$ cat src/rtl/up_down_mod_counter.sv
// rtl/up_down_mod_counter.sv - up/down counter with programmable modulus, step, wrap/saturate and sticky flags
//
// Purpose:
//   Counts up or down by a programmable step within the range 0..limit.
//   On leaving that range it either wraps modulo (limit+1) or saturates at
//   the bound. It pulses tc on every such event and records the direction
//   in sticky ovf/unf flags. A synchronous load takes priority over counting.
//
// Ports:
//   clk        in   rising-edge clock
//   rst_n      in   asynchronous active-low reset
//   en         in   count enable (ignored while load=1)
//   load       in   synchronous load of min(data_in, limit)
//   up_down    in   1 = count up, 0 = count down
//   data_in    in   [WIDTH-1:0]  load value
//   step       in   [STEP_W-1:0] increment/decrement amount
//   limit      in   [WIDTH-1:0]  upper bound of the legal range
//   sat_mode   in   1 = saturate at bounds, 0 = wrap
//   clr_flags  in   synchronous clear of ovf/unf (a same-cycle set wins)
//   count      out  [WIDTH-1:0]  registered counter value
//   tc         out  registered terminal-count pulse
//   ovf        out  registered sticky overflow flag
//   unf        out  registered sticky underflow flag
//   at_limit   out  combinational count == limit
//   at_zero    out  combinational count == 0

module up_down_mod_counter #(
  parameter int WIDTH  = 8,
  parameter int STEP_W = 4
) (
  input  logic              clk,
  input  logic              rst_n,
  input  logic              en,
  input  logic              load,
  input  logic              up_down,
  input  logic [WIDTH-1:0]  data_in,
  input  logic [STEP_W-1:0] step,
  input  logic [WIDTH-1:0]  limit,
  input  logic              sat_mode,
  input  logic              clr_flags,
  output logic [WIDTH-1:0]  count,
  output logic              tc,
  output logic              ovf,
  output logic              unf,
  output logic              at_limit,
  output logic              at_zero
);

  // One extra bit is enough: count <= 2^W-1 and s <= 2^W, so every
  // intermediate value below stays under 2^(W+1).
  localparam int XW = WIDTH + 1;
  typedef logic [XW-1:0] ext_t;

  logic [WIDTH-1:0] count_q, count_d;
  logic             tc_q, tc_d;
  logic             ovf_q, ovf_d;
  logic             unf_q, unf_d;

  ext_t cnt_x;
  ext_t lim_x;
  ext_t mod_x;
  ext_t stp_x;
  ext_t s_x;
  ext_t sum_x;
  ext_t wrap_up_x;
  ext_t wrap_dn_x;
  ext_t nxt_x;
  logic ovf_evt;
  logic unf_evt;
  logic cnt_enable;

  // Arithmetic for the enabled-count path, evaluated every cycle.
  always_comb begin
    cnt_x     = {1'b0, count_q};
    lim_x     = {1'b0, limit};
    mod_x     = lim_x + ext_t'(1);
    stp_x     = ext_t'(step);
    // Clamp the step to the modulus so a single move never spans more
    // than one full turn of the range.
    s_x       = (stp_x > mod_x) ? mod_x : stp_x;
    sum_x     = cnt_x + s_x;
    // Only consumed when sum_x > limit, i.e. sum_x >= mod_x: no underflow.
    wrap_up_x = sum_x - mod_x;
    // Only consumed when count <= limit and count < s, so it lands in 0..limit.
    wrap_dn_x = cnt_x + mod_x - s_x;

    nxt_x   = cnt_x;
    ovf_evt = 1'b0;
    unf_evt = 1'b0;

    if (up_down) begin
      if (sum_x > lim_x) begin
        ovf_evt = 1'b1;
        if (sat_mode) begin
          nxt_x = lim_x;
        end else if (wrap_up_x > lim_x) begin
          // Still out of range: count started above a lowered limit.
          nxt_x = '0;
        end else begin
          nxt_x = wrap_up_x;
        end
      end else begin
        nxt_x = sum_x;
      end
    end else begin
      if (cnt_x > lim_x) begin
        // Counting down from above the range is reported as an overflow.
        ovf_evt = 1'b1;
        nxt_x   = sat_mode ? lim_x : '0;
      end else if (cnt_x < s_x) begin
        unf_evt = 1'b1;
        nxt_x   = sat_mode ? '0 : wrap_dn_x;
      end else begin
        nxt_x = cnt_x - s_x;
      end
    end
  end

  // Next-state selection: load, then enabled count, then hold.
  always_comb begin
    cnt_enable = en & ~load;
    count_d    = count_q;
    tc_d       = 1'b0;

    if (load) begin
      count_d = (data_in > limit) ? limit : data_in;
    end else if (en) begin
      count_d = WIDTH'(nxt_x);
      tc_d    = ovf_evt | unf_evt;
    end

    // Clear first, then OR in the event so a same-cycle set survives.
    ovf_d = (ovf_q & ~clr_flags) | (cnt_enable & ovf_evt);
    unf_d = (unf_q & ~clr_flags) | (cnt_enable & unf_evt);
  end

  always_ff @(posedge clk or negedge rst_n) begin
    if (!rst_n) begin
      count_q <= '0;
      tc_q    <= 1'b0;
      ovf_q   <= 1'b0;
      unf_q   <= 1'b0;
    end else begin
      count_q <= count_d;
      tc_q    <= tc_d;
      ovf_q   <= ovf_d;
      unf_q   <= unf_d;
    end
  end

  assign count    = count_q;
  assign tc       = tc_q;
  assign ovf      = ovf_q;
  assign unf      = unf_q;
  assign at_limit = (count_q == limit);
  assign at_zero  = (count_q == '0);

endmodule

$ cat config.mk
export PLATFORM = sky130hd
export DESIGN_NAME = up_down_mod_counter
export DESIGN_NICKNAME = d
export VERILOG_FILES = /design/src/rtl/up_down_mod_counter.sv
export SDC_FILE = /design/constraint.sdc
export NUM_CORES = 1
export LEC_CHECK = 0
export BUFFER_PORTS_ARGS = -buffer_cell sky130_fd_sc_hd__buf_2
export CAP_MARGIN = 20
export CORE_ASPECT_RATIO = 1.4
export CORE_MARGIN = 2
export CORE_UTILIZATION = 61
export CTS_CLUSTER_SIZE = 30
export DETAILED_ROUTE_END_ITERATION = 8
export PLACE_DENSITY = 0.9
export SLEW_MARGIN = 20
export SYNTH_ARGS = -nofsm -noshare
export SYNTH_HDL_FRONTEND = slang
export SYNTH_SLANG_ARGS = --single-unit
$ cat constraint.sdc
create_clock -name clk -period 4.3 [get_ports clk]
set_input_delay 0.215 -clock clk [delete_from_list [all_inputs] [get_ports clk]]
set_output_delay 0.215 -clock clk [all_outputs]
set_load 0.03 [all_outputs]
## After elaboration in Yosys (flattened, before gate mapping)

Cells that the tools add are included.

- Reductions and logical operators: 2
- Shift operators: 0
- Order comparisons: 6
- Equality and inequality tests: 1
- $mul: 0
- Multiplexer cells: 20
- Div/mod/pow operators: 0
- Bitwise gates (word level): 10
- Add/sub/neg operators: 6

Operators by type and width:

| operator | number |
|---|---|
| 8-bit two-way mux | 11 |
| 9-bit by 8-bit > comparator with 1-bit output | 2 |
| 8-bit > comparator | 2 |
| 8-bit subtractor | 2 |
| 8-bit by 1-bit adder with 9-bit output, second input constant | 1 |
| 8-bit by 9-bit adder with 9-bit output | 1 |
| 4-bit by 9-bit > comparator with 1-bit output | 1 |
| 8-bit by 9-bit < comparator with 1-bit output | 1 |
| 9-bit two-way mux | 1 |
| 9-bit subtractor | 1 |
| 8-bit adder | 1 |
| 8-bit == test | 1 |
| 8-bit zero test | 1 |
| 1-bit two-way mux | 8 |
| 1-bit AND | 5 |
| 1-bit OR | 3 |
| 1-bit NOT | 2 |
| 2-bit nonzero test | 1 |

- Bits in read-only memories: 0
- Flip-flop bits (word level): 11
- Input port bits: 27
- Latch bits: 0
- Memories: 0
- Output and inout port bits: 13
- Bits in writable memories: 0
- Word-level logic and storage cells: 49

## Depth between registers and ports, before layout

Gate-level depths: netlist of the first run.

- Depth in word-level cells: 12
- Gate-level depth with buffers: 31

## Least setup slack after synthesis of the first run

No wires, ideal clock.

- Path type: input -> register
- Start point: in limit[0]
- End point: reg count_q[0] (netlist: count[0])
- Setup slack: -1.226 ns
- Stages: 31
- Arrival: 5.433 ns
- Path buffers: 0
- Setup time: 0.093 ns
- Data required time: 4.207 ns
- Cells stage by stage: ha_1 inv_1 ha_1 a21oi_1 a21oi_1 maj3_1 maj3_1 nand2_1 nand2_1 o21ai_0 ha_1 inv_1 fa_1 inv_1 a21oi_1 o21bai_1 xnor2_1 ha_1 a21oi_1 o21ai_0 a21o_1 a21o_1 xnor2_1 inv_1 ha_1 nand4_1 nor2_1 nand4_1 o21ai_0 nand4b_2 o221ai_1

- Cells in the longest elaborated chain, start to end: 12

Ends and longest elaborated chain:

| what | RTL line | RTL |
|---|---|---|
| start: declaration | 38 | `input logic [WIDTH-1:0] limit,` |
| 8-bit by 1-bit adder with 9-bit output | 76 | `mod_x = lim_x + ext_t'(1);` |
| 4-bit by 9-bit > comparator with 1-bit output | 80 | `s_x = (stp_x > mod_x) ? mod_x : stp_x;` |
| 9-bit two-way mux | 80 |  |
| 8-bit by 9-bit adder with 9-bit output | 81 | `sum_x = cnt_x + s_x;` |
| 9-bit subtractor | 83 | `wrap_up_x = sum_x - mod_x;` |
| 9-bit by 8-bit > comparator with 1-bit output | 96 | `end else if (wrap_up_x > lim_x) begin` |
| 8-bit two-way mux | 96 |  |
| 8-bit two-way mux | 94 | `if (sat_mode) begin` |
| 8-bit two-way mux | 92 | `if (sum_x > lim_x) begin` |
| 8-bit two-way mux | 91 | `if (up_down) begin` |
| 8-bit two-way mux | 127 | `end else if (en) begin` |
| 8-bit two-way mux * | 125 | `if (load) begin` |
| end signal: assignment | 144 | `count_q <= count_d;` |
| end: declaration | 54 | `logic [WIDTH-1:0] count_q, count_d;` |

Every way passes the cells marked *; elsewhere a longest branch is shown, timed or not. The select of a mux whose other input is x is not followed.
A chain may end at the register's enable or synchronous reset.

## Worst setup path after layout of the first run

- Start point: in limit[1]
- End point: reg count_q[7] (netlist: count[7])

The elaborated chain is that of the path after synthesis.

==> flow_metrics.py, run 1 <==
metrics = {
    "outcome": {
        "status": "complete, but fails checks",
        "violations": "design-rule violations, negative setup slack",
    },
    "power": {
        "vdd_drop_max_v": 0.0005687,
        "p_per_area_nw_per_um2": 820.9,
        "pwr-share-clk_pct": 3.1,
        "p_int_uw": 1823,
        "p_sw_share_pct": 53.94,
        "seq_power_share_pct": 5.0,
        "power.leakage_uw": 0.002360,
        "p_sw_uw": 2135,
        "power_frac_comb_pct": 91.9,
    },
    "worst_setup_path": {
        "crit_required_ns": 4.46,
        "cp_max_fo": 8,
        "arrival_ns": 5.88,
        "timing.critical_path.slowest_cell_delay_ns": 0.54,
        "critical_path.startpoint_type": "primary input",
        "critPathCaptureType": "flip-flop",
        "slowest_stage": "fa_2",
        "worstSetupPathType": "in2reg",
    },
    "sta": {
        "slew_headroom_pct": 43.70,
        "max_clock_freq_mhz": 175.1,
        "skew_ns": 0.002392,
        "period_minus_slack_ns": 5.711,
        "setup_ws_ns": -1.411,
        "post-route-period-util_pct": 132.8,
        "report.final.setup_viol": 10,
        "holdWs_ns": 0.1875,
        "rsz0062_at_grt": "yes",
        "drv_slew": 0,
        "worstMarginPinSlew_ns": 0.8335,
        "hold_viol_final": 0,
    },
    "place": {
        "placed_cell_area_um2": 4324,
        "port-buffer-count": 39,
        "gp_congestion": 1.014,
        "placed_cells": 603,
        "hpwl_um": 10000,
    },
    "clock_network": {
        "cts_buffers": 3,
        "cts-root-buf": "clkbuf_8",
        "cts_tree": "done",
        "cts_sinks": 11,
        "clkLatencyLatePin_ns": 0.27,
        "htree_levels": 1,
        "clockBufferDepth": 2,
        "clk_pin_slew_ns": 0.06,
    },
    "floorplanning": {
        "dieArea_um2": 6190,
        "die_w_um": 67.07,
        "fp.coreArea_um2": 5445,
        "initial_core_util_pct": 62.39,
        "ioPinCount": 40,
        "die_h_um": 92.30,
        "floorplan.rows": 32,
    },
    "grt": {
        "grt_overflow": 0,
        "antenna_found_initial": 0,
        "grt_max_degree": 21,
        "grt_pass1_wl_um": 24980,
        "grt_pass1_vias": 4628,
        "track_usage_pct": 54.63,
    },
    "cells_and_area": {
        "final_common_cell": "buf_4",
        "area_growth_syn_to_layout_pct": 41.92,
        "nets": 659,
        "finalNonFillerCells": 623,
        "fin_area_um2": 4821,
        "antenna_cells": 0,
        "drive_gt1_share_pct": 38.02,
        "layout_common_cells": "buf_4, ha_1, inv_1, buf_2, nor2_1",
    },
    "route": {
        "drc": 126,
        "drtAntennaViolNets": 0,
        "drt_iter0_drc": 916,
        "viasPerCell": 7.305,
        "drt-total-wl_um": 16900,
        "via_count": 4551,
        "drt_first_pass_iters": 9,
        "wl_per_cell_um": 27.12,
    },
    "yosys": {
        "synth_seq_area_share_pct": 8.103,
        "synthesis.area_um2": 3397,
        "yosysTopAreaCellShare_pct": 24.31,
        "syn_inst": 419,
        "ys_types": 63,
        "ys.warnings.count": 0,
        "ys.flop_type": "dfrtp_1",
        "synth_edf_count": 0,
        "synth_top_area_cell": "ha_1",
        "syn_area_per_cell_um2": 8.107,
        "async_flop_share_pct": 100.0,
        "synth_seq_cells": 11,
        "ys_top_cells_by_area": "ha_1, dfrtp_1, xnor2_1, fa_1, inv_1",
    },
    "worst_hold_path": {
        "hp-class": "in2reg",
    },
    "flow_run": {
        "max-cap-violations": 0,
    },
}
## cell usage after synthesis (all sizes together) (9+ instances only)
cell type,number
nand3,14
nor3,15
a21oi,32
o21ai,12
dfrtp,11
xnor2,26
nand2,12
a21o,10
mux2,9
fa,10
nor2,30
ha,66
inv,48
## metrics by stage
stage | power [µW] | setup WS [ns] | util, % | TNS [ns]
detailed placement | 2748 | -1.361 | 79.41 | -12.52
floorplan | 1773 | -0.7199 | - | -6.030
global route | 4111 | -1.486 | 88.53 | -13.13
CTS | 3278 | -0.8400 | 85.68 | -7.512
finish | 3958 | -1.411 | 88.53 | -12.58
global placement | 2574 | -0.9917 | 79.41 | -9.298
## path summary, 6_finish.rpt
kind	startpoint	to	slack, ns	cells past startpoint
setup / recovery	limit[1]	count[7]	-1.41	30
hold / removal	clr_flags	ovf	0.19	2
setup reg to reg	count[1]	count[7]	-0.46	18
hold reg to reg	ovf	ovf	0.62	2
max in group asynchronous	rst_n	count[5]	3.71	2
min in group asynchronous	rst_n	count[4]	0.36	2
## layout make-up
class,count,area (µm²)
Clock buffer,4,45.04
Fill cell,240,624.3
Inverter,48,182.7
Multi-Input combinational cell,357,3287
Sequential cell,11,275.3
Tap cell,68,85.08
Timing Repair Buffer,135,945.9
## state kept, by name, summed over array words and instances, names as in the netlist
| signal | cells |
|---|---|
| ovf | 1 |
| count | 8 |
| tc | 1 |
| unf | 1 |
## worst max-delay path, delay by kind of cell
family | cells | cell delay, ns
compound gates | 9 | 1.45
simple gates | 6 | 0.85
buf+inv | 5 | 0.32
fa+ha+maj | 9 | 2.74
xor+xnor | 1 | 0.27
## kinds of logic (layout without fill, tap and decap cells)
logic type / count (synthesis) / in the layout / synth area share (%)
AO/OA/AOI/OAI: 106 / 106 / 21.73
AND/OR/NAND/NOR: 112 / 112 / 17.39
other: 2 / 11 / 0.2211
flip-flops: 11 / 11 / 8.103
adder cells (fa/ha/maj): 79 / 79 / 31.09
multiplexers: 15 / 15 / 4.752
XOR/XNOR: 34 / 34 / 9.540
buffers and inverters: 60 / 187 / 7.182
## power groups by stage
stage          Combinational [µW]  Clock [µW]  Sequential, µW
2_1_floorplan                1540           0             231
3_3_place_gp                 2390           0             179
3_5_place_dp                 2570           0             182
4_1_cts                      2990         106             181
5_1_grt                      3790         126             195
6_report                     3640         123             198
## layer usage
metal,GRT usage (%),vias to the layer above,wire length (µm)
met4,43.20,0,1943
li1,-,1799,-
met3,30.50,216,2255
met2,78.38,477,7390
met1,56.61,2059,5308
met5,8.654,-,0
## what timing repair did
| item | 4_1_cts | 5_1_grt |
|---|---|---|
| gates resized for setup | 42 | 18 |
| endpoints found under the hold margin | 11 | 0 |
| hold buffers | 1 | 0 |
| buffers inserted | 9 | 7 |
| pin swaps | 33 | 12 |
| gates cloned | 0 | 0 |
| endpoints found under the setup margin | 10 | 10 |
(Power assumes the default switching activity.)
==> inputs of run 2 (changes only) <==
--- a/config.mk
+++ b/config.mk
@@ -5,15 +5,17 @@
 export SDC_FILE = /design/constraint.sdc
 export NUM_CORES = 1
 export LEC_CHECK = 0
+export ABC_AREA = 1
 export BUFFER_PORTS_ARGS = -buffer_cell sky130_fd_sc_hd__buf_2
 export CAP_MARGIN = 20
 export CORE_ASPECT_RATIO = 1.4
 export CORE_MARGIN = 2
-export CORE_UTILIZATION = 61
+export CORE_UTILIZATION = 62
 export CTS_CLUSTER_SIZE = 30
 export DETAILED_ROUTE_END_ITERATION = 8
 export PLACE_DENSITY = 0.9
-export SLEW_MARGIN = 20
+export REMOVE_ABC_BUFFERS = 1
+export SLEW_MARGIN = 15
 export SYNTH_ARGS = -nofsm -noshare
 export SYNTH_HDL_FRONTEND = slang
 export SYNTH_SLANG_ARGS = --single-unit
==> run 2 against run 1 <==
Compared with the run above: the run still ends with design-rule violations, negative setup slack left; cell count rose by 35%; critical path type unchanged; worst hold slack got worse by 0.018 ns; synthesized area rose by 13%; flip-flop and latch count did not move; global-route usage fell by 9.5 points; setup slack improved by 0.20 ns; critical endpoint is now count[6]; largest cell class unchanged; die area rose by 11%; clock power rose by 3%.
==> flow_metrics.py, run 2 <==
metrics = {
    "power": {
        "p_per_area_nw_per_um2": 691.3,
        "vdd_drop_max_v": 0.0006638,
        "pwr-share-clk_pct": 3.5,
        "p_sw_uw": 2116,
        "power.leakage_uw": 0.003044,
        "p_sw_share_pct": 57.53,
        "seq_power_share_pct": 4.7,
        "p_int_uw": 1562,
        "power_frac_comb_pct": 91.8,
    },
    "worst_setup_path": {
        "reg2reg_slack_ns": -0.20,
        "arrival_ns": 5.72,
        "crit_path_frequent_cell": "nand2_1",
        "critPathCaptureType": "flip-flop",
        "worstSetupPathType": "in2reg",
        "crit_required_ns": 4.51,
        "critical_path.startpoint_type": "primary input",
        "slowest_stage": "fa_2",
        "timing.critical_path.slowest_cell_delay_ns": 0.48,
        "cp_max_fo": 8,
    },
    "cells_and_area": {
        "largest_reg_flops": 8,
        "drive_gt1_share_pct": 31.18,
        "antenna_cells": 0,
        "top_register": "count",
        "finalNonFillerCells": 843,
        "nets": 877,
        "final_common_cell": "nand2_1",
        "layout_common_cells": "nand2_1, inv_1, buf_4, ha_1, a21oi_1",
        "area_growth_syn_to_layout_pct": 38.46,
    },
    "clock_network": {
        "cts_buffers": 3,
        "clockBufferDepth": 2,
        "clk_pin_slew_ns": 0.06,
        "cts_sinks": 11,
        "htree_levels": 1,
        "cts-root-buf": "clkbuf_8",
        "cts_tree": "done",
        "clkLatencyLatePin_ns": 0.28,
    },
    "grt": {
        "antenna_found_initial": 0,
        "met1_usage_pct": 48.49,
        "grt_overflow": 0,
        "track_usage_pct": 45.08,
        "grtUsageMet3_pct": 7.884,
        "grt_pass1_vias": 5253,
        "grt_max_degree": 17,
        "gr-max-usage-layer": "met2",
        "grt_pass1_wl_um": 24590,
        "use_met2_pct": 76.42,
    },
    "place": {
        "port-buffer-count": 39,
        "hpwl_um": 10700,
        "gp_congestion": 1.052,
        "placed_cells": 819,
        "place_ws_ns": -1.180,
    },
    "floorplanning": {
        "ioPinCount": 40,
        "fp.coreArea_um2": 5904,
        "die_h_um": 97.15,
        "floorplan.rows": 33,
        "dieArea_um2": 6852,
        "initial_core_util_pct": 65.08,
        "die_w_um": 70.54,
    },
    "yosys": {
        "ys_top_cells_by_area": "ha_1, nand2_1, inv_1, dfrtp_1, a21oi_1",
        "ys.flop_type": "dfrtp_1",
        "synthesis.area_um2": 3842,
        "syn_inst": 631,
        "ys.warnings.count": 0,
        "synth_seq_cells": 11,
        "synth_top_area_cell": "ha_1",
        "syn_area_per_cell_um2": 6.089,
        "synthMostInstantiatedCell": "nand2_1",
        "synth_edf_count": 0,
        "async_flop_share_pct": 100.0,
        "synth_seq_area_share_pct": 7.164,
        "ys_types": 39,
        "synth.top_cells.by_count": "nand2_1, inv_1, ha_1",
        "yosysTopAreaCellShare_pct": 21.49,
    },
    "route": {
        "drt_iter0_drc": 972,
        "viasPerCell": 6.827,
        "drc": 28,
        "drt_first_pass_iters": 9,
        "wl_per_cell_um": 22.88,
        "drt-total-wl_um": 19290,
        "drtAntennaViolNets": 0,
        "via_count": 5755,
    },
    "sta": {
        "report.final.setup_viol": 10,
        "skew_ns": 0.004427,
        "worstMarginPinSlew_ns": 0.6871,
        "max_clock_freq_mhz": 181.5,
        "hold_viol_final": 0,
        "setup_ws_ns": -1.211,
        "drv_slew": 0,
        "slew_headroom_pct": 53.71,
        "period_minus_slack_ns": 5.511,
        "post-route-period-util_pct": 128.2,
        "rsz0062_at_grt": "yes",
    },
    "worst_hold_path": {
        "hp-class": "in2reg",
    },
    "outcome": {
        "violations": "design-rule violations, negative setup slack",
        "status": "complete, but fails checks",
    },
    "flow_run": {
        "max-cap-violations": 0,
    },
}
-- run 2: cell types whose count changed after synthesis, moves of 7 or more --
cell	delta
a221oi_1	-7
o21ai_0	+31
nand2_2	+7
a21oi_1	+16
o221ai_1	-8
a21o_1	-10
mux2_2	-9
xnor2_1	-25
nand3_1	+20
nand2_1	+166
nor3_1	-12
inv_1	+66
-- run 2: cell families (layout without fill, tap and decap cells) --
group	count (synthesis)	after routing	synth area share [%]
AND/OR/NAND/NOR	281	281	31.49
buffers and inverters	133	266	14.13
flip-flops	11	11	7.164
adder cells (fa/ha/maj)	76	76	26.70
AO/OA/AOI/OAI	113	113	16.22
XOR/XNOR	15	15	4.103
other	2	11	0.1954
-- run 2: layout make-up --
| class | instances | area [µm²] |
|---|---|---|
| Tap cell | 70 | 87.58 |
| Clock buffer | 4 | 45.04 |
| Inverter | 120 | 457.9 |
| Sequential cell | 11 | 275.3 |
| Fill cell | 252 | 584.3 |
| Timing Repair Buffer | 142 | 1010 |
| Multi-Input combinational cell | 496 | 3445 |
-- run 2: final timing paths --
path / startpoint / to / depth (start not counted)
max in group asynchronous: rst_n / count[7] / 2
min in group asynchronous: rst_n / count[4] / 2
worst max-delay path: limit[0] / count[6] / 40
worst max register to register: count[1] / count[6] / 26
worst min register to register: unf / unf / 2
worst min-delay path: clr_flags / unf / 2
-- run 2: power groups by stage --
stage / Combinational, µW / Clock (µW) / Sequential, µW
after floorplan: 1460 / 0 / 218
after global placement: 2260 / 0 / 164
after detailed placement: 2360 / 0 / 166
after CTS: 2620 / 105 / 167
after global routing: 3520 / 148 / 174
final: 3380 / 127 / 175
-- run 2: timing repair --
| item | in CTS | in global routing |
|---|---|---|
| hold buffers | 1 | 0 |
| pin swaps | 36 | 42 |
| buffers inserted | 12 | 7 |
| setup endpoints to repair | 10 | 10 |
| endpoints found under the hold margin | 11 | 0 |
| gates resized for setup | 55 | 46 |
-- run 2: worst max-delay path, delay by kind of cell --
kind | cells | cell delay [ns]
simple gates | 25 | 2.69
compound gates | 1 | 0.07
buf+inv | 7 | 0.80
fa+ha+maj | 5 | 1.51
xor+xnor | 2 | 0.40
-- run 2: layer usage --
layer / share of wire, % / up-vias / wire length (µm)
met4: 13 / 0 / 2580
met3: 14 / 293 / 2724
met2: 42 / 666 / 8126
met5: 0 / - / 0
li1: - / 2293 / -
met1: 30 / 2503 / 5855
-- run 2: stage by stage --
stage	util, %	hold WS, ns	area [µm²]	setup TNS, ns	power [µW]
after floorplan	-	-0.08059	3784	-5.768	1680
after global placement	79.42	0.09034	4690	-7.461	2423
after detailed placement	79.42	0.09545	4690	-10.25	2526
after CTS	85.65	0.1661	5057	-3.809	2890
after global routing	90.10	0.1721	5320	-11.12	3844
final	90.10	0.1692	5320	-10.10	3678
==> inputs of run 3 (changes only) <==
--- a/config.mk
+++ b/config.mk
@@ -15,6 +15,7 @@
 export DETAILED_ROUTE_END_ITERATION = 8
 export PLACE_DENSITY = 0.9
 export REMOVE_ABC_BUFFERS = 1
+export SKIP_CTS_REPAIR_TIMING = 1
 export SLEW_MARGIN = 15
 export SYNTH_ARGS = -nofsm -noshare
 export SYNTH_HDL_FRONTEND = slang
==> run 3 against run 2 <==
Compared with the run above: the flow still finishes with violations (design-rule violations, negative setup slack); critical path depth is 1 higher; fmax is 3.7% higher; global-route usage is 7.4 points lower; clock-buffer cell count stayed put; clock skew is 0.0034 ns lower; die area stayed put; utilization is 3.5 points lower; critical endpoint is now count[3]; largest cell class unchanged; largest power group unchanged.
==> flow_metrics.py, run 3 (synthesis gave the netlist of run 2 again) <==
metrics = {
    "place": {
        "place_ws_ns": -1.180,
        "port-buffer-count": 39,
        "placed_cell_area_um2": 4690,
        "hpwl_um": 10700,
        "gp_congestion": 1.052,
    },
    "outcome": {
        "violations": "design-rule violations, negative setup slack",
        "status": "complete, but fails checks",
    },
    "clock_network": {
        "cts-root-buf": "clkbuf_8",
        "htree_levels": 1,
        "clk_pin_slew_ns": 0.05,
        "cts_sinks": 11,
        "cts_buffers": 3,
        "clockBufferDepth": 2,
        "cts_tree": "done",
        "clkLatencyLatePin_ns": 0.24,
    },
    "worst_setup_path": {
        "arrival_ns": 5.46,
        "worst_r2r_endpoint": "count[3]",
        "slowest_stage": "ha_1",
        "worstSetupPathType": "in2reg",
        "crit_path_frequent_cell": "nand2_1",
        "cp_max_fo": 9,
        "r2r_cells": 26,
        "timing.critical_path.slowest_cell_delay_ns": 0.29,
        "crit-reg2reg-launch": "count[4]",
        "critPathCaptureType": "flip-flop",
        "crit_required_ns": 4.44,
        "reg2reg_slack_ns": 0.08,
        "critical_path.startpoint_type": "primary input",
    },
    "cells_and_area": {
        "nets": 864,
        "largest_reg_flops": 8,
        "drive_gt1_share_pct": 28.16,
        "layout_common_cells": "nand2_1, inv_1, buf_4, ha_1, a21oi_1",
        "antenna_cells": 0,
        "area_growth_syn_to_layout_pct": 33.08,
        "final_common_cell": "nand2_1",
        "fin_area_um2": 5114,
        "top_register": "count",
    },
    "sta": {
        "drv_slew": 0,
        "post-route-period-util_pct": 123.6,
        "worstMarginPinSlew_ns": 0.6673,
        "setup_ws_ns": -1.014,
        "hold_viol_final": 0,
        "period_minus_slack_ns": 5.314,
        "skew_ns": 0.001007,
        "fin_tns_setup_ns": -7.666,
        "slew_headroom_pct": 55.41,
        "max_clock_freq_mhz": 188.2,
        "report.final.setup_viol": 10,
        "rsz0062_at_grt": "yes",
    },
    "floorplanning": {
        "initial_core_util_pct": 65.08,
        "ioPinCount": 40,
        "fp.coreArea_um2": 5904,
        "floorplan.rows": 33,
        "die_h_um": 97.15,
        "dieArea_um2": 6852,
        "die_w_um": 70.54,
    },
    "grt": {
        "grt_pass1_vias": 4839,
        "grt_pass1_wl_um": 21090,
        "antenna_found_initial": 1,
        "grt_overflow": 0,
        "track_usage_pct": 37.73,
        "grt_max_degree": 17,
    },
    "worst_hold_path": {
        "hold_path_depth": 2,
        "hold-path-endpoint": "ovf",
        "hp-class": "in2reg",
        "min_from": "clr_flags",
    },
    "power": {
        "power_uw": 3203,
        "power.leakage_uw": 0.002956,
        "vdd_drop_max_v": 0.0005557,
        "p_per_area_nw_per_um2": 626.4,
    },
    "route": {
        "wl_per_cell_um": 19.69,
        "drt_iter0_drc": 760,
        "drc": 6,
        "drtAntennaViolNets": 0,
        "drt-total-wl_um": 16350,
        "viasPerCell": 6.342,
        "via_count": 5264,
        "drt_first_pass_iters": 9,
    },
    "flow_run": {
        "max-cap-violations": 0,
    },
}
run 3: changes by cell type in the layout (fill, tap and decap cells not counted), moves of 2 or more:
cell,previous run,this run
a21oi_4,3,0
nand2_1,161,167
ha_1,53,55
inv_4,3,1
nand2_4,8,3
nand3_1,26,29
xor2_2,6,4
nand3_2,10,7
a21oi_2,3,5
inv_1,101,104
buf_4,97,85
ha_4,12,10
run 3: final cells by class:
cell class                 instances  area [µm²]
timing repair buffer             129       904.6
inverter                         120       452.9
sequential                        11       275.3
tap                               70       87.58
multi-input combinational        496        3348
clock buffer                       4       45.04
fill                             311       790.8
run 3: power by group:
group	total [µW]	internal [µW]	switching [µW]
sequential	173	130	43.1
combinational	2920	1200	1720
clock	109	65.5	43.8
total	3200	1400	1810
run 3: how the worst max path moves through the flow:
stage               endpoint  depth (start not counted)  slack, ns  startpoint
CTS                 count[6]                         39      -0.99    limit[1]
detailed placement  count[7]                         39      -1.18    limit[1]
global placement    count[5]                         39      -0.87    limit[0]
floorplan           count[0]                         38      -0.71    limit[0]
finish              count[3]                         41      -1.01    limit[0]
global route        count[3]                         40      -1.30    limit[1]
run 3: critical path: cells and delay by family:
kind                       cells  cell delay (ns)
AOI/OAI and AO/OA              8             1.24
xor gates and xnor gates       1             0.18
adders and majority gates      4             1.13
buffers and inverters          6             0.58
and+or+nand+nor               22             2.08
run 3: routing by layer:
| metal | up-vias | part of all wire (%) | track usage [%] |
|---|---|---|---|
| met4 | 2 | 11 | 28.01 |
| met5 | - | 0.086 | 0 |
| met3 | 200 | 11 | 2.905 |
| met1 | 2329 | 31 | 40.36 |
| li1 | 2260 | - | - |
| met2 | 473 | 46 | 67.42 |
run 3: stage by stage:
step / cells / util, % / hold WS, ns
2_1_floorplan: 627 / - / -0.08059
3_3_place_gp: 819 / 79.42 / 0.09034
3_5_place_dp: 819 / 79.42 / 0.09545
4_1_cts: 823 / 80.19 / -0.1570
5_1_grt: 830 / 86.61 / 0.1539
6_report: 830 / 86.61 / 0.1413
